$ cat src/rtl/display_pkg.sv
`default_nettype none
// ============================================================================
// Module      : display_pkg
// Description : Shared constants for the Display_Module BCD/binary datapath.
// Revision    : 1.0 - initial release
// ============================================================================
package display_pkg;

    localparam int DEFAULT_DIGITS    = 4;
    localparam int DEFAULT_BIN_WIDTH = 16;

    localparam int BCD_DIGIT_W   = 4;
    localparam int BCD_MAX_DIGIT = 9;

    localparam logic [0:0] ST_IDLE = 1'b0;
    localparam logic [0:0] ST_CONV = 1'b1;

endpackage
`default_nettype wire

$ cat src/rtl/bcd_to_binary_converter_if.sv
`default_nettype none
// ============================================================================
// Module      : bcd_to_binary_converter_if
// Description : Start/busy/done request bundle for the BCD-to-binary converter.
// Revision    : 1.0 - initial release
// ============================================================================
interface bcd_to_binary_converter_if
    import display_pkg::*;
#(
    parameter int DIGITS    = DEFAULT_DIGITS,
    parameter int BIN_WIDTH = DEFAULT_BIN_WIDTH
);

    logic                   start;
    logic [4*DIGITS-1:0]    bcd_number;
    logic                   busy;
    logic                   done;
    logic [BIN_WIDTH-1:0]   binary_number;
    logic                   error;

    modport master (
        output start,
        output bcd_number,
        input  busy,
        input  done,
        input  binary_number,
        input  error
    );

    modport slave (
        input  start,
        input  bcd_number,
        output busy,
        output done,
        output binary_number,
        output error
    );

endinterface
`default_nettype wire

$ cat src/rtl/bcd_to_binary_converter_mul10_add.sv
`default_nettype none
// ============================================================================
// Module      : bcd_mul10_add
// Description : One Horner step, acc*10 + digit, wrapping modulo 2^BIN_WIDTH.
// Revision    : 1.0 - initial release
// ============================================================================
module bcd_mul10_add
    import display_pkg::*;
#(
    parameter int BIN_WIDTH = DEFAULT_BIN_WIDTH
) (
    input  wire logic [BIN_WIDTH-1:0]   acc,
    input  wire logic [BCD_DIGIT_W-1:0] digit,
    output logic      [BIN_WIDTH-1:0]   result
);

    // Shift-and-add keeps the multiply out of the critical path.
    assign result = (acc << 3) + (acc << 1) + BIN_WIDTH'(digit);

endmodule
`default_nettype wire

$ cat src/rtl/bcd_to_binary_converter.sv
`default_nettype none
// ============================================================================
// Module      : bcd_to_binary_converter
// Description : Sequential packed-BCD to binary converter, one digit per
//               clock, MSD first. Optional macro BCD_CHECK_EN rejects
//               non-decimal digits at accept with a one-cycle error pulse.
// Revision    : 1.0 - initial release
// ============================================================================
module bcd_to_binary_converter
    import display_pkg::*;
#(
    parameter int DIGITS    = DEFAULT_DIGITS,
    parameter int BIN_WIDTH = DEFAULT_BIN_WIDTH
) (
    input  wire logic                  clk,
    input  wire logic                  reset,
    bcd_to_binary_converter_if.slave   bus
);

    localparam int c_CNT_W  = (DIGITS > 1) ? $clog2(DIGITS) : 1;
    localparam int c_BCD_W  = BCD_DIGIT_W * DIGITS;

    logic [0:0]             r_state;
    logic [BIN_WIDTH-1:0]   r_acc;
    logic [c_CNT_W-1:0]     r_cnt;
    logic [c_BCD_W-1:0]     r_shift;
    logic                   r_busy;
    logic                   r_done;
    logic [BIN_WIDTH-1:0]   r_result;

    logic [BIN_WIDTH-1:0]   w_acc_next;
    logic                   w_bad_digit;
    logic                   w_last;

    bcd_mul10_add #(
        .BIN_WIDTH (BIN_WIDTH)
    ) u_mul10_add (
        .acc    (r_acc),
        .digit  (r_shift[c_BCD_W-1 -: BCD_DIGIT_W]),
        .result (w_acc_next)
    );

    assign w_last = (r_cnt == c_CNT_W'(DIGITS - 1));

`ifdef BCD_CHECK_EN
    logic r_error;

    always_comb begin
        w_bad_digit = 1'b0;
        for (int i = 0; i < DIGITS; i++) begin
            if (bus.bcd_number[i*BCD_DIGIT_W +: BCD_DIGIT_W] > BCD_DIGIT_W'(BCD_MAX_DIGIT))
                w_bad_digit = 1'b1;
        end
    end

    always_ff @(posedge clk) begin
        if (reset)
            r_error <= 1'b0;
        else
            r_error <= (r_state == ST_IDLE) && bus.start && w_bad_digit;
    end

    assign bus.error = r_error;
`else
    // Without checking, out-of-range digits simply flow through the arithmetic.
    assign w_bad_digit = 1'b0;
    assign bus.error   = 1'b0;
`endif

    always_ff @(posedge clk) begin
        if (reset) begin
            r_state  <= ST_IDLE;
            r_acc    <= '0;
            r_cnt    <= '0;
            r_shift  <= '0;
            r_busy   <= 1'b0;
            r_done   <= 1'b0;
            r_result <= '0;
        end else begin
            r_done <= 1'b0;
            case (r_state)
                ST_IDLE: begin
                    if (bus.start) begin
                        if (w_bad_digit) begin
                            r_done   <= 1'b1;
                            r_result <= '0;
                        end else begin
                            r_shift <= bus.bcd_number;
                            r_acc   <= '0;
                            r_cnt   <= '0;
                            r_busy  <= 1'b1;
                            r_state <= ST_CONV;
                        end
                    end
                end
                ST_CONV: begin
                    r_acc   <= w_acc_next;
                    r_shift <= r_shift << BCD_DIGIT_W;
                    r_cnt   <= r_cnt + 1'b1;
                    if (w_last) begin
                        r_result <= w_acc_next;
                        r_done   <= 1'b1;
                        r_busy   <= 1'b0;
                        r_state  <= ST_IDLE;
                    end
                end
                default: r_state <= ST_IDLE;
            endcase
        end
    end

    assign bus.busy          = r_busy;
    assign bus.done          = r_done;
    assign bus.binary_number = r_result;

endmodule
`default_nettype wire

$ cat src/flat_wrapper.sv
// flat-port wrapper written by rule: the top's interface ports become plain ports
module bcd_to_binary_converter_flat import display_pkg::*;
#(
    parameter int DIGITS    = DEFAULT_DIGITS,
    parameter int BIN_WIDTH = DEFAULT_BIN_WIDTH
)
  (clk, reset, bus_start, bus_bcd_number, bus_busy, bus_done, bus_binary_number, bus_error);
  bcd_to_binary_converter_if #(.DIGITS(DIGITS), .BIN_WIDTH(BIN_WIDTH)) bus_i ();
  input  wire logic clk;
  input  wire logic reset;
  input wire logic [$bits(bus_i.start)-1:0] bus_start;
  input wire logic [$bits(bus_i.bcd_number)-1:0] bus_bcd_number;
  output wire logic [$bits(bus_i.busy)-1:0] bus_busy;
  output wire logic [$bits(bus_i.done)-1:0] bus_done;
  output wire logic [$bits(bus_i.binary_number)-1:0] bus_binary_number;
  output wire logic [$bits(bus_i.error)-1:0] bus_error;
  assign bus_i.start = bus_start;
  assign bus_i.bcd_number = bus_bcd_number;
  assign bus_busy = bus_i.busy;
  assign bus_done = bus_i.done;
  assign bus_binary_number = bus_i.binary_number;
  assign bus_error = bus_i.error;
  bcd_to_binary_converter #(.DIGITS(DIGITS), .BIN_WIDTH(BIN_WIDTH)) u_core (.clk(clk), .reset(reset), .bus(bus_i));
endmodule
$ cat config.mk
export PLATFORM = sky130hd
export DESIGN_NAME = bcd_to_binary_converter_flat
export DESIGN_NICKNAME = d
export VERILOG_FILES = /design/src/rtl/display_pkg.sv /design/src/rtl/bcd_to_binary_converter_if.sv /design/src/rtl/bcd_to_binary_converter_mul10_add.sv /design/src/rtl/bcd_to_binary_converter.sv /design/src/flat_wrapper.sv
export SDC_FILE = /design/constraint.sdc
export NUM_CORES = 1
export LEC_CHECK = 0
export ABC_CLOCK_PERIOD_IN_PS = 2500
export CAP_MARGIN = 20
export CORE_MARGIN = 2
export CORE_UTILIZATION = 30
export CTS_BUF_LIST = sky130_fd_sc_hd__clkbuf_16
export DETAILED_ROUTE_END_ITERATION = 6
export GPL_TIMING_DRIVEN = 0
export HOLD_SLACK_MARGIN = 0.15
export PLACE_DENSITY = 0.59
export SLEW_MARGIN = 15
export SYNTH_ARGS = -nofsm -noshare
export SYNTH_HDL_FRONTEND = slang
export SYNTH_SLANG_ARGS = --single-unit
$ cat constraint.sdc
create_clock -name clk -period 2.5 [get_ports clk]
set_input_delay 0.5 -clock clk [delete_from_list [all_inputs] [get_ports clk]]
set_output_delay 0.5 -clock clk [all_outputs]
set_load 0.02 [all_outputs]
==> metrics.cfg <==
[clock_network]
cts_tree = done
insertion_delay_ns = 0.29
clock-sinks = 52
cts_max_level = 2
cts_root_buffer = clkbuf_16
clk_path_buf_depth = 2
path_clk_slew_ns = 0.07
cts_inserted_buffers = 5
ctsHoldBuffers = 0

[logic_synthesis]
synthesis.area_um2 = 2680
ys_seq_area_share_pct = 38.9
ys_ff_latch = 52
ys.flop_type = dfxtp_1
synth_edf_count = 0
synth_top_area_share_pct = 38.9
netlist_top_cells_area = dfxtp_1 (39%), ha_1 (13%), mux2i_1 (6.4%)
synth_warnings = 0
synthArstFlopShare_pct = 0
syn_inst = 288
synth_top_cell_by_area = dfxtp_1
syn_nets = 336
synth_cell_types = 38
syn_avg_cell_area_um2 = 9.29

[critical_path]
critical_path_required_ns = 2.69
cp-end-kind = register
critPathMaxFanout = 3
startpoint_type = register
cp.arrival_ns = 2.92
critical_path_class = reg2reg

[floorplanning]
die_w_um = 98.5
start_util_pct = 30.8
die_y_um = 98.5
core_area_um2 = 8680
io-pin-count = 38
die-area_um2 = 9690
core.rowCount = 34

[pwr]
p_per_area_nw_per_um2 = 576
pwr-share-comb_pct = 9.0
ir_worst_vdd_mv = 0.258
internal_power_uw = 1610
p_switching_uw = 429
power.leakage_uw = 0.00158
seqPwrFrac_pct = 42.5
power.share.clock_pct = 48.6
switching_share_pct = 21.1

[layout]
final_common_cell = dfxtp_1
diodes = 0
nets = 385
drive_above_1_share_pct = 11.8
utilization_pct = 40.7
mostFrequentLayoutCells = dfxtp_1 (50), nor2_1 (37), clkdlybuf4s50_1 (36)
area_delta_synth_final_pct = 32.1

[min_path]
hold_path_class = reg2reg

[grt]
antenna_found_initial = 0
track_usage_pct = 13.8
grt_remaining_overflow = 0
grt_max_degree = 17
grt_pass1_vias = 2134
grt_pass1_wl_um = 10700

[timing]
finalCriticalPeriod_ns = 2.73
layout_setup_ws_ns = -0.231
hold_violations = 0
setup_viol = 12
rsz0062_at_grt = yes
finalCritPeriodShare_pct = 109
fin_hold_ws_ns = 0.454
fmax_mhz = 366
slew_violations = 0
fin_skew_ns = 0.00695
worst_pin_slew_ns = 0.671
relSlewSlack_pct = 55.3

[detailed_routing]
wl_per_cell_um = 14.6
firstDrtPassIters = 6
drt-vias-per-instance = 4.95
drt_iter0_drc = 65
ant_nets = 0
route.final.wire_length_um = 6510
vias = 2209
post-route-drc-count = 0

[status]
status = finished, violations left
violations = setup timing

[place]
io_buffers = 36
pre_cts_ws_ns = -0.295
dp_hpwl_um = 4780
gp_congestion = 0.815

[job]
drv_cap = 0

==> cells in the mapped netlist, types with 3 or more instances <==
cell type  count
ha_1          27
nor3b_1        8
nor3_1         7
and2_1         3
dfxtp_1       52
clkbuf_1       4
a22o_1        16
xnor2_1        8
a31oi_1        3
xor2_1         6
a21oi_1       32
nor2b_1        4
buf_1         11
inv_1          6
a21o_1         6
mux2i_1       17
nand3_1        3
nor2_1        37
nand2_1        9
o21ai_0        6
==> path summary, 6_finish.rpt <==
| path | from | end | slack, ns | cells after the start |
|---|---|---|---|---|
| max | u_core.r_acc[2] | u_core.bus.binary_number[14] | -0.23 | 10 |
| min | u_core.r_acc[13] | u_core.r_acc[13] | 0.45 | 2 |
| max reg2reg | u_core.r_acc[2] | u_core.bus.binary_number[14] | -0.23 | 10 |
| min reg2reg | u_core.r_acc[13] | u_core.r_acc[13] | 0.45 | 2 |
==> power by group through the flow <==
| stage | combinational (uW) | sequential (uW) | clock, uW |
|---|---|---|---|
| finish | 182 | 865 | 989 |
| global route | 203 | 867 | 1040 |
| CTS | 178 | 864 | 1010 |
| detailed placement | 175 | 883 | 0 |
| global placement | 173 | 883 | 0 |
| floorplan | 108 | 881 | 0 |
==> sequential cells by signal, indices dropped and copies added, names as in the netlist <==
signal                    count
u_core.bus.binary_number     16
u_core.r_shift               16
u_core.r_state                1
u_core.r_acc                 15
u_core.bus.busy               1
u_core.r_cnt                  2
u_core.bus.done               1
==> worst max-delay path: stages (launching register included) <==
cell     delay [ns]
dfxtp_2        0.33
inv_2          0.04
fa_1           0.55
inv_2          0.05
fa_2           0.34
a21o_1         0.18
and3_4         0.18
a221o_2        0.40
a41oi_2        0.24
xnor2_2        0.11
a22o_1         0.21
==> kinds of logic (layout without fill, tap and decap cells) <==
logic type,count (synthesis),after routing,synth area share (%)
AND/OR/NAND/NOR,82,82,15.1
AO/OA/AOI/OAI,71,71,17.5
flip-flops,52,52,38.9
adder cells (fa/ha/maj),29,29,14.1
buffers and inverters,22,72,3.23
multiplexers,17,17,6.36
XOR/XNOR,14,14,4.58
other,1,1,0.140
==> per-stage QoR <==
step	cell area [um^2]	TNS [ns]	cells	total power [uW]
global route	3540	-2.66	446	2110
detailed placement	3180	-2.75	432	1060
finish	3540	-1.69	446	2040
floorplan	2680	-0.410	288	989
CTS	3470	-1.16	443	2050
global placement	3180	-3.08	432	1060
==> final cells by class <==
cell class              count  area, um^2
plain buffers              16        63.8
clock inverters             3        90.1
inverters                   6        22.5
multi-input cells         214        1650
fillers                   877        5140
flip-flops and latches     52        1040
repair buffers             42         405
clock buffers               5         125
well taps                 108         135
==> metal layers <==
metal | share of wire (%) | vias up | routed length [um] | global-route usage [%]
met2 | 47 | 37 | 3040 | 22.1
met3 | 3.6 | 6 | 235 | 2.98
met5 | 0 | - | 0 | 0
met4 | 0.98 | 0 | 64 | 2.85
met1 | 49 | 1045 | 3160 | 19.3
li1 | - | 1121 | - | -
==> timing repair <==
item / in CTS / in global routing
pin swaps: 11 / 9
setup buffers: 3 / 3
endpoints found under the setup margin: 11 / 19
resized for setup: 10 / 9
endpoints found under the hold margin: 0 / 0
(Power assumes the default switching activity.)
